[src/rtl/mfunc_dma_engine.sv]
// mfunc_dma_engine: copies nwords 32-bit words from a 64-bit source to a 32-bit destination through a read-data FIFO
// Ports: params_* launch parameters and sticky done flag from/to the register block;
//        busy high while transferring; rd_req_* read request port; rd_rsp_* in-order read data;
//        wr_* valid/ready write port.
module mfunc_dma_engine #(
  parameter int FIFO_DEPTH = 8
) (
  input  logic        clk,
  input  logic        rst,
  input  logic        params_start,
  input  logic [31:0] params_saddr_l,
  input  logic [31:0] params_saddr_h,
  input  logic [31:0] params_daddr_l,
  input  logic [31:0] params_data_len,
  input  logic        params_wr_mode,
  input  logic        params_rd_mode,
  output logic        params_data_done,
  output logic        busy,
  output logic        rd_req_valid,
  input  logic        rd_req_ready,
  output logic [63:0] rd_req_addr,
  input  logic        rd_rsp_valid,
  input  logic [31:0] rd_rsp_data,
  output logic        wr_valid,
  input  logic        wr_ready,
  output logic [31:0] wr_addr,
  output logic [31:0] wr_data
);
  localparam int AW = $clog2(FIFO_DEPTH);
  localparam int CW = AW + 1;
  typedef enum logic [1:0] {IDLE, RUN, DONE} state_t;
  state_t state, state_nx;
  logic start_q, rd_fix, wr_fix;
  logic launch, rd_hs, wr_hs, push;
  logic [63:0] src;
  logic [31:0] dst;
  logic [29:0] nwords, rd_cnt, wr_cnt;
  logic [CW-1:0] outstanding, fifo_count;
  logic [CW:0] credit;
  logic [AW-1:0] wptr, rptr;
  logic [31:0] mem [FIFO_DEPTH];
  logic unused_len;
  assign unused_len = ^params_data_len[1:0];
  assign launch = params_start && !start_q && state != RUN;
  assign rd_hs = rd_req_valid && rd_req_ready;
  assign wr_hs = wr_valid && wr_ready;
  assign push = rd_rsp_valid && state == RUN;
  // Reads in flight plus buffered words never exceed the FIFO, so responses always have room.
  assign credit = {1'b0, outstanding} + {1'b0, fifo_count};
  assign rd_req_addr = src;
  assign wr_addr = dst;
  assign wr_data = mem[rptr];
  always_ff @(posedge clk)
    state <= rst ? IDLE : state_nx;
  always_comb
    state_nx = launch ? (|params_data_len[31:2] ? RUN : DONE) :
               (state == RUN && wr_hs && wr_cnt + 30'd1 == nwords) ? DONE : state;
  always_comb begin
    busy = state == RUN;
    params_data_done = state == DONE;
    rd_req_valid = busy && rd_cnt < nwords && credit < (CW+1)'(FIFO_DEPTH);
    wr_valid = busy && fifo_count != '0;
  end
  always_ff @(posedge clk) begin
    if (rst) begin
      start_q     <= 1'b0;
      src         <= '0;
      dst         <= '0;
      rd_fix      <= 1'b0;
      wr_fix      <= 1'b0;
      nwords      <= '0;
      rd_cnt      <= '0;
      wr_cnt      <= '0;
      outstanding <= '0;
      fifo_count  <= '0;
      wptr        <= '0;
      rptr        <= '0;
    end else begin
      start_q <= params_start;
      if (launch) begin
        src         <= {params_saddr_h, params_saddr_l};
        dst         <= params_daddr_l;
        rd_fix      <= params_rd_mode;
        wr_fix      <= params_wr_mode;
        nwords      <= params_data_len[31:2];
        rd_cnt      <= '0;
        wr_cnt      <= '0;
        outstanding <= '0;
        fifo_count  <= '0;
        wptr        <= '0;
        rptr        <= '0;
      end else begin
        if (rd_hs) begin
          rd_cnt <= rd_cnt + 30'd1;
          src    <= rd_fix ? src : src + 64'd4;
        end
        if (wr_hs) begin
          wr_cnt <= wr_cnt + 30'd1;
          dst    <= wr_fix ? dst : dst + 32'd4;
        end
        outstanding <= outstanding + CW'(rd_hs) - CW'(push);
        fifo_count  <= fifo_count + CW'(push) - CW'(wr_hs);
        wptr        <= wptr + AW'(push);
        rptr        <= rptr + AW'(wr_hs);
      end
    end
  end
  always_ff @(posedge clk)
    if (push) mem[wptr] <= rd_rsp_data;
endmodule
[config.mk]
export PLATFORM = sky130hd
export DESIGN_NAME = mfunc_dma_engine
export DESIGN_NICKNAME = d
export VERILOG_FILES = /design/src/rtl/mfunc_dma_engine.sv
export SDC_FILE = /design/constraint.sdc
export NUM_CORES = 1
export LEC_CHECK = 0
export BUFFER_PORTS_ARGS = -buffer_cell sky130_fd_sc_hd__buf_4
export CAP_MARGIN = 20
export CORE_ASPECT_RATIO = 1.2
export CORE_UTILIZATION = 62
export CTS_CLUSTER_SIZE = 24
export DETAILED_ROUTE_END_ITERATION = 16
export PLACE_DENSITY_LB_ADDON = 0.3
export RECOVER_POWER = 25
export SETUP_SLACK_MARGIN = 0.02
export SLEW_MARGIN = 20
export SYNTH_ARGS = -nofsm -noshare
export SYNTH_HDL_FRONTEND = slang
export SYNTH_SLANG_ARGS = --single-unit
export TNS_END_PERCENT = 50
[constraint.sdc]
create_clock -name clk -period 6.95 [get_ports clk]
set_input_delay 1.39 -clock clk [delete_from_list [all_inputs] [get_ports clk]]
set_output_delay 1.39 -clock clk [all_outputs]
set_load 0.005 [all_outputs]
; Word level (Yosys, flattened, before mapping)
; Memories as Yosys holds them, arrays and structs flattened. A register that Yosys moved wholly into a read port is not among the register bits.
; Cells that the tools add are included.
[word_totals]
regBits = 205
mem_bits_rw = 256
inputBits = 168
output_inout_bits = 132
elab_cells = 64
n_memories = 1
[classes]
add_sub_neg = 11
n_lt_le_gt_ge = 2
n_eq_ne = 6
muxes = 12
n_reduce_logical = 19
[memory_table]
columns = name, depth, width, read_ports, rd_ports_with_merged_regs, wr, line_no
row1 = mem, 8, 32, 1, 1, 1, 41  ; logic [31:0] mem [FIFO_DEPTH];
[op_table]
columns = operator, count
row1 = $mux W64, 3
row2 = $mux W32, 3
row3 = $add A64 B3 Y64 const B, 1
row4 = $add A30 B1 Y30 const B, 2
row5 = $add A32 B3 Y32 const B, 1
row6 = $eq A30 B30 Y1, 1
row7 = $lt A30 B30 Y1, 1
row8 = $reduce_or A30 Y1, 1
row9 = $logic_and A1 B1 Y1, 10
row10 = $add A4 B1 Y4, 2
row11 = $sub A4 B1 Y4, 2
row12 = $add A3 B1 Y3, 2
row13 = $mux W2, 3
row14 = $ne A2 B1 Y1 const B, 3
row15 = $reduce_bool A2 Y1, 3
row16 = $add A4 B4 Y5, 1
row17 = $lt A5 B4 Y1 const B, 1
row18 = $reduce_and A2 Y1, 2
row19 = $reduce_bool A4 Y1, 1
row20 = $mux W3, 1
row21 = $eq A2 B1 Y1 const B, 1
row22 = $eq A2 B2 Y1 const B, 1
row23 = $mux W1, 2
row24 = $reduce_or A2 Y1, 1
row25 = $logic_not A1 Y1, 1

; Logic depth before layout (Yosys ltp)
; Gate-level depths: netlist (run 1).
[depth]
word_depth = 7
mapped_depth = 14
depth_no_buf = 13

; Worst setup path after synthesis (run 1)
; Ideal clock, no wire load.
[synth_timing]
path_type = input -> register
startpoint = input port rd_rsp_valid
endpoint = memory mem[0][0] (enable)
setup_time_ps = 461
arrival_ps = 3900
required_ps = 6489
slack_ps = 2589
cell_stages = 3
n_path_buf = 0
path_cell_list = and2_1 nand2b_1 nor3_1
[synth_between]
elab_chain_len = 3
[synth_rtl]
columns = element, line_no
row1 = "start, declared", 22  ; input logic rd_rsp_valid,
row2 = $logic_and A1 B1 Y1, 47  ; assign push = rd_rsp_valid && state == RUN;
row3 = $mux W1, 109  ; if (push) mem[wptr] <= rd_rsp_data;
row4 = $mux W1 (implied by the code), 109
row5 = "end, declared", 41
; Every way passes these cells.

; Worst setup path after layout (run 1)
[layout_timing]
startpoint = register nwords[11]
endpoint = output port rd_req_valid
[layout_between]
elab_chain_len = 3
[layout_rtl]
columns = element, line_no
row1 = "start, declared", 37  ; logic [29:0] nwords, rd_cnt, wr_cnt;
row2 = "start signal, assigned", 85  ; nwords <= params_data_len[31:2];
row3 = $lt A30 B30 Y1, 61  ; rd_req_valid = busy && rd_cnt < nwords && credit < (CW+1)'(FIFO_DEPTH);
row4 = $logic_and A1 B1 Y1 (2 in a row), 61
row5 = "end, declared", 19  ; output logic rd_req_valid,
; Every way passes these cells.

==> results of run 1 <==
==> state kept, by name, indices dropped and copies added (netlist names) <==
signal and flops:
rd_cnt 30, mem 256, wr_addr 32, state 2, nwords 30, rd_fix 1, fifo_count 4, wr_cnt 30
wptr 3, rd_req_addr 64, wr_fix 1, rptr 3, start_q 1, outstanding 4
==> report_power, final <==
group          switching, uW  total (uW)  internal (uW)
combinational            308         563            255
sequential              91.7        3040           2950
clock                   1060        2470           1410
==> how the worst min path moves through the flow <==
stage                     slack, ns             end           start  cells after the start
final                          0.46      wr_addr[1]      wr_addr[1]                      2
after global routing           0.49  rd_req_addr[1]  rd_req_addr[1]                      2
after CTS                      0.46      wr_addr[1]      wr_addr[1]                      2
after detailed placement       0.46      wr_addr[1]      wr_addr[1]                      2
after global placement         0.44  rd_req_addr[1]  rd_req_addr[1]                      2
after floorplan                0.44          wr_fix          wr_fix                      2
==> per-layer routing <==
| layer | up-vias | track usage [%] | part of all wire (%) |
|---|---|---|---|
| met5 | - | 0 | 0.017 |
| met1 | 8059 | 39.6 | 36 |
| li1 | 7643 | - | - |
| met4 | 2 | 17.2 | 5.2 |
| met2 | 840 | 58.0 | 50 |
| met3 | 217 | 6.98 | 8.4 |
==> final cells by class <==
cell class	instances	area (um^2)	area share, %
clock inverter	20	206	0.807
tap	456	571	2.23
clock buffer	61	1280	4.99
inverter	59	221	0.865
sequential	461	11800	46.1
timing repair buffer	319	2280	8.92
multi-input combinational	1293	9240	36.1
==> kinds of logic after synthesis <==
kind of cell               after synthesis  synth area share [%]
AOI/OAI and AO/OA                      274                  8.00
xor gates and xnor gates               137                  5.55
adders and majority gates               51                  3.02
DFF                                    461                  54.5
muxes                                   99                  8.48
and+or+nand+nor                        732                  17.4
buffers and inverters                  167                  3.04
==> Yosys cell counts (10+ instances only) <==
master	count
and3_1	30
nor2_1	168
o21ai_0	55
nor3_1	53
nand4_1	53
clkbuf_1	86
a21o_1	10
ha_1	49
inv_1	58
dfxtp_1	205
nand2b_1	12
mux2_2	34
or3_1	24
and4_1	10
xor2_1	38
xnor2_1	99
mux4_2	64
a31oi_1	10
nand3_1	64
edfxtp_1	256
and2_1	17
a211oi_1	30
a311oi_1	10
nor4_1	47
a21oi_1	93
nand2_1	186
nor4b_1	12
or4_1	13
buf_1	12
==> stage by stage <==
stage | area [um^2] | power, uW | std cells | setup WS, ns
after floorplan | 21600 | 3360 | 1921 | 2.59
after global placement | 24200 | 3630 | 2587 | 2.97
after detailed placement | 24200 | 3650 | 2588 | 2.94
after CTS | 25700 | 6090 | 2669 | 2.29
after global routing | 25600 | 6240 | 2669 | 2.16
final | 25600 | 6070 | 2669 | 2.30
==> critical path: stages, from the launching register on <==
cell and delay, ns:
dfxtp_1 0.47, inv_1 0.09, ha_1 0.31, nand4_1 0.12, or2_2 0.35, a311oi_4 0.30
buf_4 0.64, nor3_1 0.20, buf_4 0.20
==> summary.txt, run 1 <==
Critical path
  • Worst-case register-to-register setup slack: 2.97 ns
  • R2r endpoint: rd_req_addr[21]
  • Timing endpoint of the critical path: rd_req_valid
  • CP startpoint: nwords[11]
  • Critical Path RT: 5.56 ns
  • Maximum net fanout on the critical path: 62
  • Element type at the critical path start: flop
  • Crit. End Element: output port
  • Type of the worst setup path: reg2out
  • Worst reg-to-reg path cell count: 11
  • Launch point of the worst reg-to-reg path: nwords[3]
  • Arrival time reported for the critical path endpoint: 3.26 ns

Drt
  • First DRT Iteration DRCs: 1352
  • Remaining DRCs: 0
  • Vias per cell: 6.28
  • Drt wl/cell: 22.6 um
  • Total iterations of the first detailed-routing run: 5
  • Antenna Violating Nets Remaining: 0
  • Number of vias in the routed layout: 16800
  • Total wire length after detailed routing: 60300 um

CTS
  • Hold buffer count at cts: 0
  • CTS buffer count: 45
  • PostCTS Resize Cnt: 0
  • Clock tree from TritonCTS: yes
  • Clock edge transition at the registers on the reported setup and hold paths: 0.06 ns
  • Setup Fix Bufs, Post-CTS: 0
  • Maximum level of the CTS H-tree: 2
  • Skew-Pair Late Insertion Delay: 0.56 ns
  • CTS Sinks: 461
  • Clock Path Buffers: 3
  • Clock root buffer: clkbuf_16

Die
  • Die ar.: 35600 um^2
  • Site row count: 74
  • Vertical extent of the die: 207 um
  • Floorplan Core Area: 34200 um^2
  • Total I/O pin count: 300
  • Die span in x: 172 um
  • Effective utilization at floorplan: 63.3%

Cells and area
  • Layout overhead on the synthesized area: 18.4%
  • Final core utilization: 74.9%
  • Layout fillers: 2289
  • Layout cells sized above 1: 22.4%
  • Count of antenna diodes in the layout: 0
  • Most common library cell in the layout ignoring fill and taps: buf_4
  • Commonest cells after routing, fill and taps aside: 289 x buf_4, 256 x edfxtp_1, 203 x dfxtp_1
  • Final net count: 2398

STA
  • Setup total negative slack: 0 ns
  • Tightest Pin Transition: 1.05 ns
  • Max Slew Vio Count: 0
  • Final count of negative-setup-slack endpoints: 0
  • Worst slack on hold paths: 0.465 ns
  • Final Hold Vio Count: 0
  • Final cycle utilization of the critical path: 67.0%
  • Post-Route Skew: 0.0169 ns
  • Peak clock frequency supported by timing: 215 MHz
  • Worst slew margin: 28.3%
  • Time the worst path needs with I/O delays and setup: 4.65 ns
  • RSZ-0062 raised after global routing: false

Run
  • Max Cap Violations: 0

Power
  • Total leakage power: 0.00884 uW
  • Power density of the placed cells: 237 nW/um^2
  • Maximum VDD drop: 0.195 mV

Synth
  • Cell area after synthesis: 21600 um^2
  • Post-Synthesis Cells: 1921
  • Syn nets: 2140
  • Count of state elements after synthesis: 461
  • Post-synth top area share: 35.5%
  • Top post-synthesis cells by area: edfxtp_1 36%, dfxtp_1 19%, mux4_2 6.7%
  • Number of warnings printed during yosys synthesis: 0
  • Distinct cell type count of the synthesized netlist: 77
  • Number of enable-type register cells in the synthesized netlist: 256
  • Mean area per synthesized cell: 11.3 um^2
  • Largest area contributor in the netlist: edfxtp_1
  • Fraction of the yosys area taken by sequential cells: 54.5%
  • Proportion of register bits with asynchronous set or reset after synthesis: 0%
  • Primary FF master, synth: edfxtp_1

Outcome
  • Result of the run: finished, final reports clean

Global route
  • Global Route Usage Sum: 33.6%
  • Number of global-route vias before repair: 16600
  • First-pass GRT wire length: 91300 um
  • Number of antenna violations at the first check in global routing: 1
  • GR Overflow Total: 0
  • Largest net degree at the start of global routing: 91

Placement
  • RD Place Congestion: 0.938
  • Port-buffer cells: 297
  • Hpwl dp: 38100 um

Worst hold path
  • Class of the most critical hold timing path: reg2reg
Power figures use the tool's default switching activity.
==> inputs of run 2 (changes only) <==
CORE_UTILIZATION = 52   (was 62)
clock period = 3.99 ns   (was 6.95 ns; I/O delays follow)
==> summary.txt, run 2 (same netlist as run 1, synthesis figures left out) <==
Worst hold path
  • Class of the most critical hold timing path: in2reg
  • WHS Path Cells: 3

CTS
  • PostCTS Resize Cnt: 0
  • Hold buffer count at cts: 0
  • Setup Fix Bufs, Post-CTS: 0
  • Clock edge transition at the registers on the reported setup and hold paths: 0.06 ns
  • Clock root buffer: clkbuf_16
  • CTS Sinks: 461
  • Clock Path Buffers: 3
  • Clock tree from TritonCTS: yes
  • Skew-Pair Late Insertion Delay: 0.56 ns
  • Maximum level of the CTS H-tree: 2
  • CTS buffer count: 46

Drt
  • Total iterations of the first detailed-routing run: 7
  • First DRT Iteration DRCs: 1027
  • Number of vias in the routed layout: 16400
  • Antenna Violating Nets Remaining: 0
  • Drt wl/cell: 20.7 um
  • Vias per cell: 5.93
  • Total wire length after detailed routing: 57200 um
  • Remaining DRCs: 0

STA
  • Final Hold Vio Count: 0
  • Final count of negative-setup-slack endpoints: 0
  • Tightest Pin Transition: 0.871 ns
  • Post-Route Skew: 0.0192 ns
  • Worst slew margin: 41.9%
  • Max Slew Vio Count: 0
  • Worst slack on hold paths: 0.439 ns
  • Time the worst path needs with I/O delays and setup: 3.83 ns
  • RSZ-0062 raised after global routing: false
  • Setup total negative slack: 0 ns
  • Final cycle utilization of the critical path: 96.1%
  • Peak clock frequency supported by timing: 261 MHz

Placement
  • Port-buffer cells: 297
  • Placed cell areas: 24500 um^2
  • RD Place Congestion: 0.943
  • Hpwl dp: 38500 um

Critical path
  • Element type at the critical path start: flop
  • Arrival time reported for the critical path endpoint: 3.04 ns
  • Critical Path RT: 3.19 ns
  • Crit. End Element: output port
  • Worst-case register-to-register setup slack: 0.48 ns
  • Maximum net fanout on the critical path: 61
  • Type of the worst setup path: reg2out
  • Worst reg-to-reg path cell count: 9

Outcome
  • Result of the run: finished, final reports clean

Global route
  • Global Route met3 Usage: 5.36%
  • Largest net degree at the start of global routing: 86
  • Number of antenna violations at the first check in global routing: 4
  • GR Overflow Total: 0
  • GR Layer Usage met2: 47.7%
  • First-pass GRT wire length: 89500 um
  • Gr busiest metal: met2
  • Number of global-route vias before repair: 16600
  • Global routing usage on met1: 31.0%
  • Global Route Usage Sum: 26.8%

Die
  • Site row count: 81
  • Total I/O pin count: 300
  • Effective utilization at floorplan: 52.9%
  • Floorplan Core Area: 40800 um^2
  • Die span in x: 188 um
  • Die ar.: 42400 um^2
  • Vertical extent of the die: 225 um

Cells and area
  • Layout fillers: 3162
  • Area taken by flip-flops and latches: 11800 um^2
  • Most common library cell in the layout ignoring fill and taps: buf_4
  • Summed area of non-filler cells in the final layout: 25800 um^2
  • Final net count: 2412
  • Area used by multi-input combinational logic: 9230 um^2
  • Biggest register: mem
  • Count of antenna diodes in the layout: 0
  • Flip-flop count of the largest register, all copies and words added: 256
  • Layout overhead on the synthesized area: 19.3%
  • Layout cells sized above 1: 22.4%
  • Commonest cells after routing, fill and taps aside: 297 x buf_4, 256 x edfxtp_1, 203 x dfxtp_1

Power
  • Power density of the placed cells: 403 nW/um^2
  • Maximum VDD drop: 0.331 mV
  • Total leakage power: 0.00888 uW

Run
  • Max Cap Violations: 0
run 2: cell count changes in the layout (fill, tap and decap cells not counted), moves of 2 or more:
cell,change
buf_4,+8
clkinv_1,+2
buf_12,+6
clkinv_2,-3
clkbuf_8,-6
clkbuf_1,+5
run 2: worst paths after layout:
| kind | start | to |
|---|---|---|
| worst max register to register | nwords[23] | rd_req_addr[21] |
| worst min-delay path | params_saddr_h[7] | rd_req_addr[39] |
| worst max-delay path | rd_cnt[3] | rd_req_valid |
| worst min register to register | wr_addr[0] | wr_addr[0] |
run 2: where the power goes:
part / switching, uW / total (uW) / internal, uW
sequential: 157 / 5290 / 5140
combinational: 531 / 993 / 462
clock: 1780 / 4100 / 2310
total: 2470 / 10400 / 7910
run 2: area by class of cell:
class                      count  share of cell area, %
sequential                   461                   45.7
tap                          539                   2.62
timing repair buffer         332                   9.53
clock inverter                18                  0.645
inverter                      59                  0.859
clock buffer                  61                   4.80
multi-input combinational   1293                   35.8
run 2: per-stage QoR:
step / setup WS [ns] / power (uW) / std cells / util, %
after floorplan: 0.221 / 5850 / 1921 / -
after global routing: 0.0298 / 10800 / 2763 / 63.1
after CTS: 0.179 / 10500 / 2763 / 63.4
after detailed placement: 0.566 / 6390 / 2684 / 60.0
after global placement: 0.640 / 6360 / 2684 / 60.0
final: 0.157 / 10400 / 2763 / 63.1
run 2: layer usage:
| metal | up-vias | wire [um] |
|---|---|---|
| li1 | 7679 | - |
| met1 | 7940 | 21800 |
| met2 | 578 | 29100 |
| met3 | 166 | 3620 |
| met4 | 8 | 2600 |
| met5 | - | 57 |
run 2: critical path, cell delays in order, from the launching register on:
cell and delay, ns:
dfxtp_1 0.46, ha_1 0.29, a21o_1 0.16, a211oi_1 0.21, o21ai_0 0.12, o211ai_1 0.20, a311oi_4 0.21, buf_12 0.25
nor3_1 0.37, buf_4 0.18
